## src/rtl/mac_pkg.sv

```systemverilog
// Shared types and default sizing for the multiply-accumulate block.
package mac_pkg;

    localparam int MAC_WIDTH = 4;
    localparam int MAC_TERMS = 4;

    typedef enum logic [1:0] {
        IDLE  = 2'd0,
        ACCUM = 2'd1,
        DONE  = 2'd2
    } mac_state_e;

endpackage

```

## src/rtl/multiplier_csa.sv

```systemverilog
// Combinational unsigned multiplier: partial products folded through a
// carry-save chain, then one final carry-propagate add.
module multiplier_csa #(
    parameter int WIDTH = 4
) (
    input  logic [WIDTH-1:0]   a,
    input  logic [WIDTH-1:0]   b,
    output logic [2*WIDTH-1:0] p
);

    localparam int PW = 2 * WIDTH;

    logic [PW-1:0] s;
    logic [PW-1:0] c;
    logic [PW-1:0] pp;
    logic [PW-1:0] t;

    always_comb begin
        s  = '0;
        c  = '0;
        pp = '0;
        t  = '0;
        for (int i = 0; i < WIDTH; i++) begin
            pp = b[i] ? (PW'(a) << i) : '0;
            t  = s ^ c ^ pp;
            c  = ((s & c) | (s & pp) | (c & pp)) << 1;
            s  = t;
        end
        // The true product fits in PW bits, so the dropped carry is always zero.
        p = s + c;
    end

endmodule

```

## src/rtl/mac_accumulator.sv

```systemverilog
// Frame-based multiply-accumulate: TERMS products summed into ACC_W bits.
// Optional build macro MAC_SATURATE_EN clamps the sum instead of wrapping.
module mac_accumulator
    import mac_pkg::*;
#(
    parameter int WIDTH = MAC_WIDTH,
    parameter int TERMS = MAC_TERMS,
    parameter int ACC_W = 2 * WIDTH + $clog2(TERMS)
) (
    input  logic             clk,
    input  logic             rst,
    input  logic             in_valid,
    output logic             in_ready,
    input  logic [WIDTH-1:0] a,
    input  logic [WIDTH-1:0] b,
    output logic             out_valid,
    input  logic             out_ready,
    output logic [ACC_W-1:0] acc_out,
    output logic             overflow
);

    localparam int CNT_W = $clog2(TERMS + 1);
    localparam int PW    = 2 * WIDTH;

    // Handshakes: a pair transfers on a rising edge with in_valid && in_ready,
    // a result on a rising edge with out_valid && out_ready; neither ready
    // depends on its own valid.
    mac_state_e       state;
    mac_state_e       state_nxt;
    logic [CNT_W-1:0] accept_cnt;
    logic [CNT_W-1:0] add_cnt;
    logic [PW-1:0]    prod;
    logic [PW-1:0]    prod_q;
    logic             prod_v;
    logic [ACC_W-1:0] acc;
    logic [ACC_W-1:0] acc_nxt;
    logic [ACC_W:0]   sum;
    logic             carry;
    logic             accept;
    logic             add_last;
    logic             release_frame;

    multiplier_csa #(.WIDTH(WIDTH)) u_mul (
        .a (a),
        .b (b),
        .p (prod)
    );

    assign accept        = in_valid && in_ready;
    assign sum           = {1'b0, acc} + (ACC_W + 1)'(prod_q);
    assign carry         = sum[ACC_W];
    assign add_last      = prod_v && (add_cnt == CNT_W'(TERMS - 1));
    assign release_frame = (state == DONE) && out_ready;
    assign acc_out       = acc;

`ifdef MAC_SATURATE_EN
    assign acc_nxt = carry ? '1 : sum[ACC_W-1:0];
`else
    assign acc_nxt = sum[ACC_W-1:0];
`endif

    always_ff @(posedge clk) begin
        if (rst) begin
            state <= IDLE;
        end else begin
            state <= state_nxt;
        end
    end

    always_comb begin
        state_nxt = state;
        in_ready  = 1'b0;
        out_valid = 1'b0;
        case (state)
            IDLE: begin
                in_ready = 1'b1;
                if (in_valid) state_nxt = ACCUM;
            end
            ACCUM: begin
                in_ready = (accept_cnt < CNT_W'(TERMS));
                if (add_last) state_nxt = DONE;
            end
            DONE: begin
                out_valid = 1'b1;
                if (out_ready) state_nxt = IDLE;
            end
            default: state_nxt = IDLE;
        endcase
    end

    // Two-stage datapath: register the product, then fold it into acc.
    always_ff @(posedge clk) begin
        if (rst || release_frame) begin
            prod_q     <= '0;
            prod_v     <= 1'b0;
            acc        <= '0;
            accept_cnt <= '0;
            add_cnt    <= '0;
            overflow   <= 1'b0;
        end else begin
            prod_v <= accept;
            if (accept) begin
                prod_q     <= prod;
                accept_cnt <= accept_cnt + 1'b1;
            end
            if (prod_v) begin
                acc     <= acc_nxt;
                add_cnt <= add_cnt + 1'b1;
                if (carry) overflow <= 1'b1;
            end
        end
    end

endmodule

```

## config.mk

```make
export PLATFORM = sky130hd
export DESIGN_NAME = mac_accumulator
export DESIGN_NICKNAME = d
export VERILOG_FILES = /design/src/rtl/mac_pkg.sv /design/src/rtl/multiplier_csa.sv /design/src/rtl/mac_accumulator.sv
export SDC_FILE = /design/constraint.sdc
export NUM_CORES = 1
export LEC_CHECK = 0
export CAP_MARGIN = 20
export CORE_UTILIZATION = 54
export CTS_CLUSTER_DIAMETER = 50
export DETAILED_ROUTE_END_ITERATION = 10
export PLACE_DENSITY = 0.86
export SLEW_MARGIN = 20
export SYNTH_ARGS = -nofsm -noshare
export SYNTH_HDL_FRONTEND = slang
export SYNTH_HIERARCHICAL = 1
export SYNTH_SLANG_ARGS = --single-unit
```

## constraint.sdc

```tcl
create_clock -name clk -period 3.5 [get_ports clk]
set_clock_uncertainty 0.1 [all_clocks]
set_input_delay 0.7 -clock clk [delete_from_list [all_inputs] [get_ports clk]]
set_output_delay 0.7 -clock clk [all_outputs]
set_load 0.1 [all_outputs]
```

### Yosys cells after proc, flatten, opt, wreduce, memory -nomap -nowiden

Index checks and enable logic that the tools add are counted.

| storage, ports and cells | value |
|---|---|
| register bits after elaboration | 28 |
| input port bits | 12 |
| output and inout port bits | 13 |

| cells by class | value |
|---|---|
| magnitude comparators | 1 |
| reductions and logical operators | 7 |
| multiplexer cells | 10 |
| equality and inequality tests | 6 |
| add/sub/neg operators | 4 |
| bitwise logic cells | 16 |

Operators with widths:

| operator | count |
|---|---|
| bitwise AND 7 bit | 4 |
| OR 7 bit | 4 |
| XOR 8 x 6 -> 8 bit | 2 |
| bitwise AND 7 x 6 -> 7 bit | 2 |
| adder 10 x 8 -> 11 bit | 1 |
| adder 8 bit | 1 |
| XOR 8 x 7 -> 8 bit | 1 |
| XOR 8 bit | 1 |
| 2-to-1 mux 7 bit | 1 |
| adder 3 x 1 -> 3 bit (second input constant) | 2 |
| 2-to-1 mux 2 bit | 3 |
| 2-to-1 mux 6 bit | 1 |
| != test 2 bit (second input constant) | 3 |
| one-hot mux 2 bit (3 select lines) | 1 |
| bitwise AND 4 x 5 -> 5 bit | 1 |
| 2-to-1 mux 5 bit | 1 |
| XOR 4 x 5 -> 5 bit | 1 |
| 2-to-1 mux 4 bit | 1 |
| == test 3 x 2 -> 1 bit (second input constant) | 1 |
| logical AND 1 bit | 3 |
| less-than comparator 3 bit (second input constant) | 1 |
| AND reduction 3 bit | 1 |
| == test 2 x 1 -> 1 bit (second input constant) | 1 |
| == test 2 bit (second input constant) | 1 |
| other kinds (5) | 5 |

### Depth between registers and ports, before layout

| depth | value |
|---|---|
| depth in word-level cells | 9 |
| depth in mapped cells | 12 |
| mapped depth without buffers | 12 |

### By module

The synthesis kept the hierarchy.

By module, submodules not included:

| module | area an instance (um2) | cells an instance | instances |
|---|---|---|---|
| mac_accumulator | 1,455.1 | 164 | 1 |
| multiplier_csa | 376.6 | 48 | 1 |

### Least setup slack after synthesis

Ideal clock, no wire load.

| timing path | value |
|---|---|
| path kind | input-to-reg |
| start point | input a[3] |
| end point | register prod_q[6] |
| slack | 302 ps |
| path buffers | 0 |
| cell stages on the path | 12 |
| arrival time | 3,028 ps |
| setup time | 70 ps |
| path through | and2_1 ha_1 inv_1 fa_1 fa_1 inv_1 ha_1 inv_1 fa_1 xnor2_1 nand3_1 a21oi_1 |

| between the ends | value |
|---|---|
| cells in the longest elaborated chain, start to end | 9 |
| elaborated cells on any way between the ends | 21 |
| those cells by class | 1 x add/sub; 4 x mux; 16 x bitwise |

RTL lines:

| element | RTL line | text |
|---|---|---|
| start, declared | mac_accumulator.sv:14 | `input logic [WIDTH-1:0] a,` |
| 2-to-1 mux 4 bit or 2-to-1 mux 5 bit (tied branches) | multiplier_csa.sv:24 | `pp = b[i] ? (PW'(a) << i) : '0;` |
| XOR 4 x 5 -> 5 bit or bitwise AND 4 x 5 -> 5 bit (tied branches) | multiplier_csa.sv:25, multiplier_csa.sv:26 |  |
| bitwise AND 7 bit or bitwise AND 7 x 6 -> 7 bit (tied branches) | multiplier_csa.sv:26 | `c = ((s & c) \| (s & pp) \| (c & pp)) << 1;` |
| OR 7 bit (2 in series) | multiplier_csa.sv:26 |  |
| bitwise AND 7 bit | multiplier_csa.sv:26 |  |
| OR 7 bit (2 in series) | multiplier_csa.sv:26 |  |
| adder 8 bit (*) | multiplier_csa.sv:30 | `p = s + c;` |
| named net prod[6] | mac_accumulator.sv:32 | `logic [PW-1:0] prod;` |
| end signal, assigned | mac_accumulator.sv:103 | `prod_q <= prod;` |
| end, declared | mac_accumulator.sv:33 | `logic [PW-1:0] prod_q;` |

The timed path passes the listed nets; every way through them passes the cells marked *.
A chain may end at the register's enable or synchronous reset.

### Final worst setup path

Same ends and word-level chain as after synthesis.

==> metrics.yaml <==
fin_crit_ns: 3.411
rsz0062_at_grt: "no"
p_comb_share_pct: 24.7
dr.pass1.iters: 4
grt.total_usage_pct: 21.23
finalWirelength_um: 3362
drcViolationCount: 0
n_antenna_cell: 0
grt_pass1_vias: 1424
finish.utilization_pct: 70.56
yosysWarnings: 6
cts-root-buf: "clkbuf_4"
dieArea_um2: 3629
yosysSeqAreaShare_pct: 30.60
p_switching_uw: 219.7
drive_gt1_share_pct: 13.17
worstHoldPathCells: 2
dp_hpwl_um: 2683
cp-start-kind: "input pin"
numCtsBuffers: 3
multi_input_area_um2: 1157
clock-sinks: 28
htreeDepth: 1
finalSetupViolCount: 0
yosys-top-cells-count: "dfxtp_1 (28), inv_1 (23), nand2_1 (22)"
grt_pass1_wl_um: 5858
postRouteAntennaNets: 0
path_clk_slew_ns: 0.14
syn_area_um2: 1832
layout.nets: 281
r2r-start: "acc_out[0]"
status: "completed"
reg2reg_depth: 8
clockBufferDepth: 2
ys_ff_latch: 28
irDropWorstVdd_v: 0.0001745
min_to: "overflow"
synthMostInstantiatedCell: "dfxtp_1"
antenna_found_initial: 0
grt_max_degree: 20
die_h_um: 60.24
gr-total-overflow: 0
whs_ns: 0.3581
drt-initial-drc-count: 106
cp_slowest_stage_delay_ns: 0.53
std_cell_rows: 20
synth_fp_nets: 249
min_from: "overflow"
cp.required_ns: 3.68
hold_class: "flip-flop to flip-flop"
seq_power_share_pct: 47.1
core_region_area_um2: 3128
cp.arrival_ns: 3.59
syn_inst: 212
swShare_pct: 29.30
via_per_inst: 5.230
synth_top_area_share_pct: 30.60
power_density_nw_per_um2: 339.8
fin_area_um2: 2207
port-buffer-count: 24
max_freq_ghz: 0.2932
report.final.slew_viol_count: 0
synth_ff_type: "dfxtp_1"
wl_per_cell_um: 11.71
max_slew.worst_pin.slew_ns: 0.9589
ff_latch_area_um2: 560.5
gp_congestion: 0.7825
hold_viol_final: 0
r2r-end: "acc_out[8]"
power.total_uw: 749.9
synth.distinct_cells: 33
boundaryPins: 25
intPower_uw: 530.2
synth_top_area_cell: "dfxtp_1"
cp_slowest_cell: "fa_1"
rrSetupSlack_ns: 1.27
crit_fanout: 2
holdBufCountCts: 0
relSlewSlack_pct: 35.87
insertion_delay_ns: 0.33
end_kind: "flip-flop"
cp_cell_sequence: "clkdlybuf4s50_1 -> and2_1 -> ha_1 -> inv_1 -> fa_1 -> inv_1 -> fa_1 -> ha_2 -> inv_1 -> fa_1 -> xnor2_1 -> nand3_1 -> a21oi_1"
cts_tree: "done"
synth_area_leaders: "dfxtp_1 (31%), ha_1 (12%), fa_1 (8.7%)"
dpl_cell_area_um2: 2145
pwr-share-clk_pct: 28.2
avgSynthCellArea_um2: 8.640
synth_edf_count: 0
num-fill-cells: 239
path_class: "input pin to flip-flop"
p_leak_nw: 1.022
ys_async_sr_fraction_pct: 0
cap_violations: 0
area_growth_pct: 20.49
via_count: 1501
min_period_over_period_pct: 97.45
start_util_pct: 58.56
die_w_um: 60.24
-- power groups by stage --
stage / Combinational (mW) / Clock, mW / Sequential (mW)
floorplan: 0.110 / 0 / 0.382
global placement: 0.178 / 0 / 0.359
detailed placement: 0.184 / 0 / 0.360
CTS: 0.186 / 0.214 / 0.353
global route: 0.206 / 0.226 / 0.356
finish: 0.185 / 0.211 / 0.353
-- cell type report --
| cell class | instances | share of cell area, % |
|---|---|---|
| clock buffer | 3 | 1.020 |
| clock inverter | 1 | 1.361 |
| inverter | 23 | 3.912 |
| multi-input combinational | 154 | 52.44 |
| sequential | 28 | 25.40 |
| tap | 44 | 2.494 |
| timing repair buffer | 34 | 13.38 |
-- kinds of logic after synthesis --
logic type	count (synthesis)	share of synthesized area, %
multiplexers	6	3.279
AND/OR/NAND/NOR	74	20.56
XOR/XNOR	9	4.304
AO/OA/AOI/OAI	40	14.55
buffers and inverters	30	6.352
adder cells (fa/ha/maj)	25	20.35
flip-flops	28	30.60
-- metal layers --
| layer | routed length (um) | global-route usage (%) | part of all wire, % | up-vias |
|---|---|---|---|---|
| li1 | - | - | - | 776 |
| met1 | 1565 | 26.01 | 47 | 687 |
| met2 | 1649 | 37.99 | 49 | 33 |
| met3 | 85 | 1.299 | 2.5 | 5 |
| met4 | 62 | 8.970 | 1.8 | 0 |
| met5 | 0 | 0 | 0 | - |
-- critical path, delay by kind of cell --
family	cells	cell delay, ns
AO/OA/AOI/OAI	1	0.16
XOR/XNOR	1	0.17
adder cells (fa/ha/maj)	5	1.72
buffers and inverters	4	0.62
AND/OR/NAND/NOR	2	0.23
-- worst max-delay path by stage --
stage	from	endpoint	slack, ns	cells past startpoint
2_1_floorplan	a[3]	prod_q[6]	0.30	12
3_3_place_gp	b[1]	prod_q[6]	-0.18	13
3_5_place_dp	a[2]	prod_q[6]	-0.25	13
4_1_cts	a[2]	prod_q[6]	0.10	13
5_1_grt	a[3]	prod_q[6]	0.03	13
6_report	a[3]	prod_q[6]	0.09	13
-- metrics by stage --
| step | std cells | setup WS (ns) | setup TNS [ns] |
|---|---|---|---|
| 2_1_floorplan | 212 | 0.3018 | 0 |
| 3_3_place_gp | 283 | -0.1757 | -0.3202 |
| 3_5_place_dp | 283 | -0.2503 | -0.4483 |
| 4_1_cts | 287 | 0.1000 | 0 |
| 5_1_grt | 287 | 0.02703 | 0 |
| 6_report | 287 | 0.08926 | 0 |
-- sequential cells by signal (all words and copies together), names as in the netlist --
register / cells
acc_out: 10
accept_cnt: 3
add_cnt: 3
overflow: 1
prod_q: 8
prod_v: 1
state: 2
-- placed cells by master, fill, tap and decap left out, drive strengths merged --
cell,n
nand3b,2
buf,21
nand4b,1
nor4b,1
a21oi,22
clkbuf,3
nor2b,1
o31a,1
dfxtp,28
bufinv,1
mux2i,6
nor2,14
a21o,4
o211ai,2
xor2,2
nand3,15
clkdlybuf4s50,10
a211oi,3
fa,8
dlymetal6s2s,3
nand2b,4
ha,17
nand2,22
a311o,1
o311ai,1
o21bai,1
inv,23
and3,2
xnor2,7
and2,10
nor3,2
o21ai,5
-- repair_timing --
item | 4_1_cts | 5_1_grt
resized for setup | 0 | 4
setup endpoints to repair | 0 | 1
setup buffers | 0 | 0
Note: power is estimated with default switching activity, not from simulation.
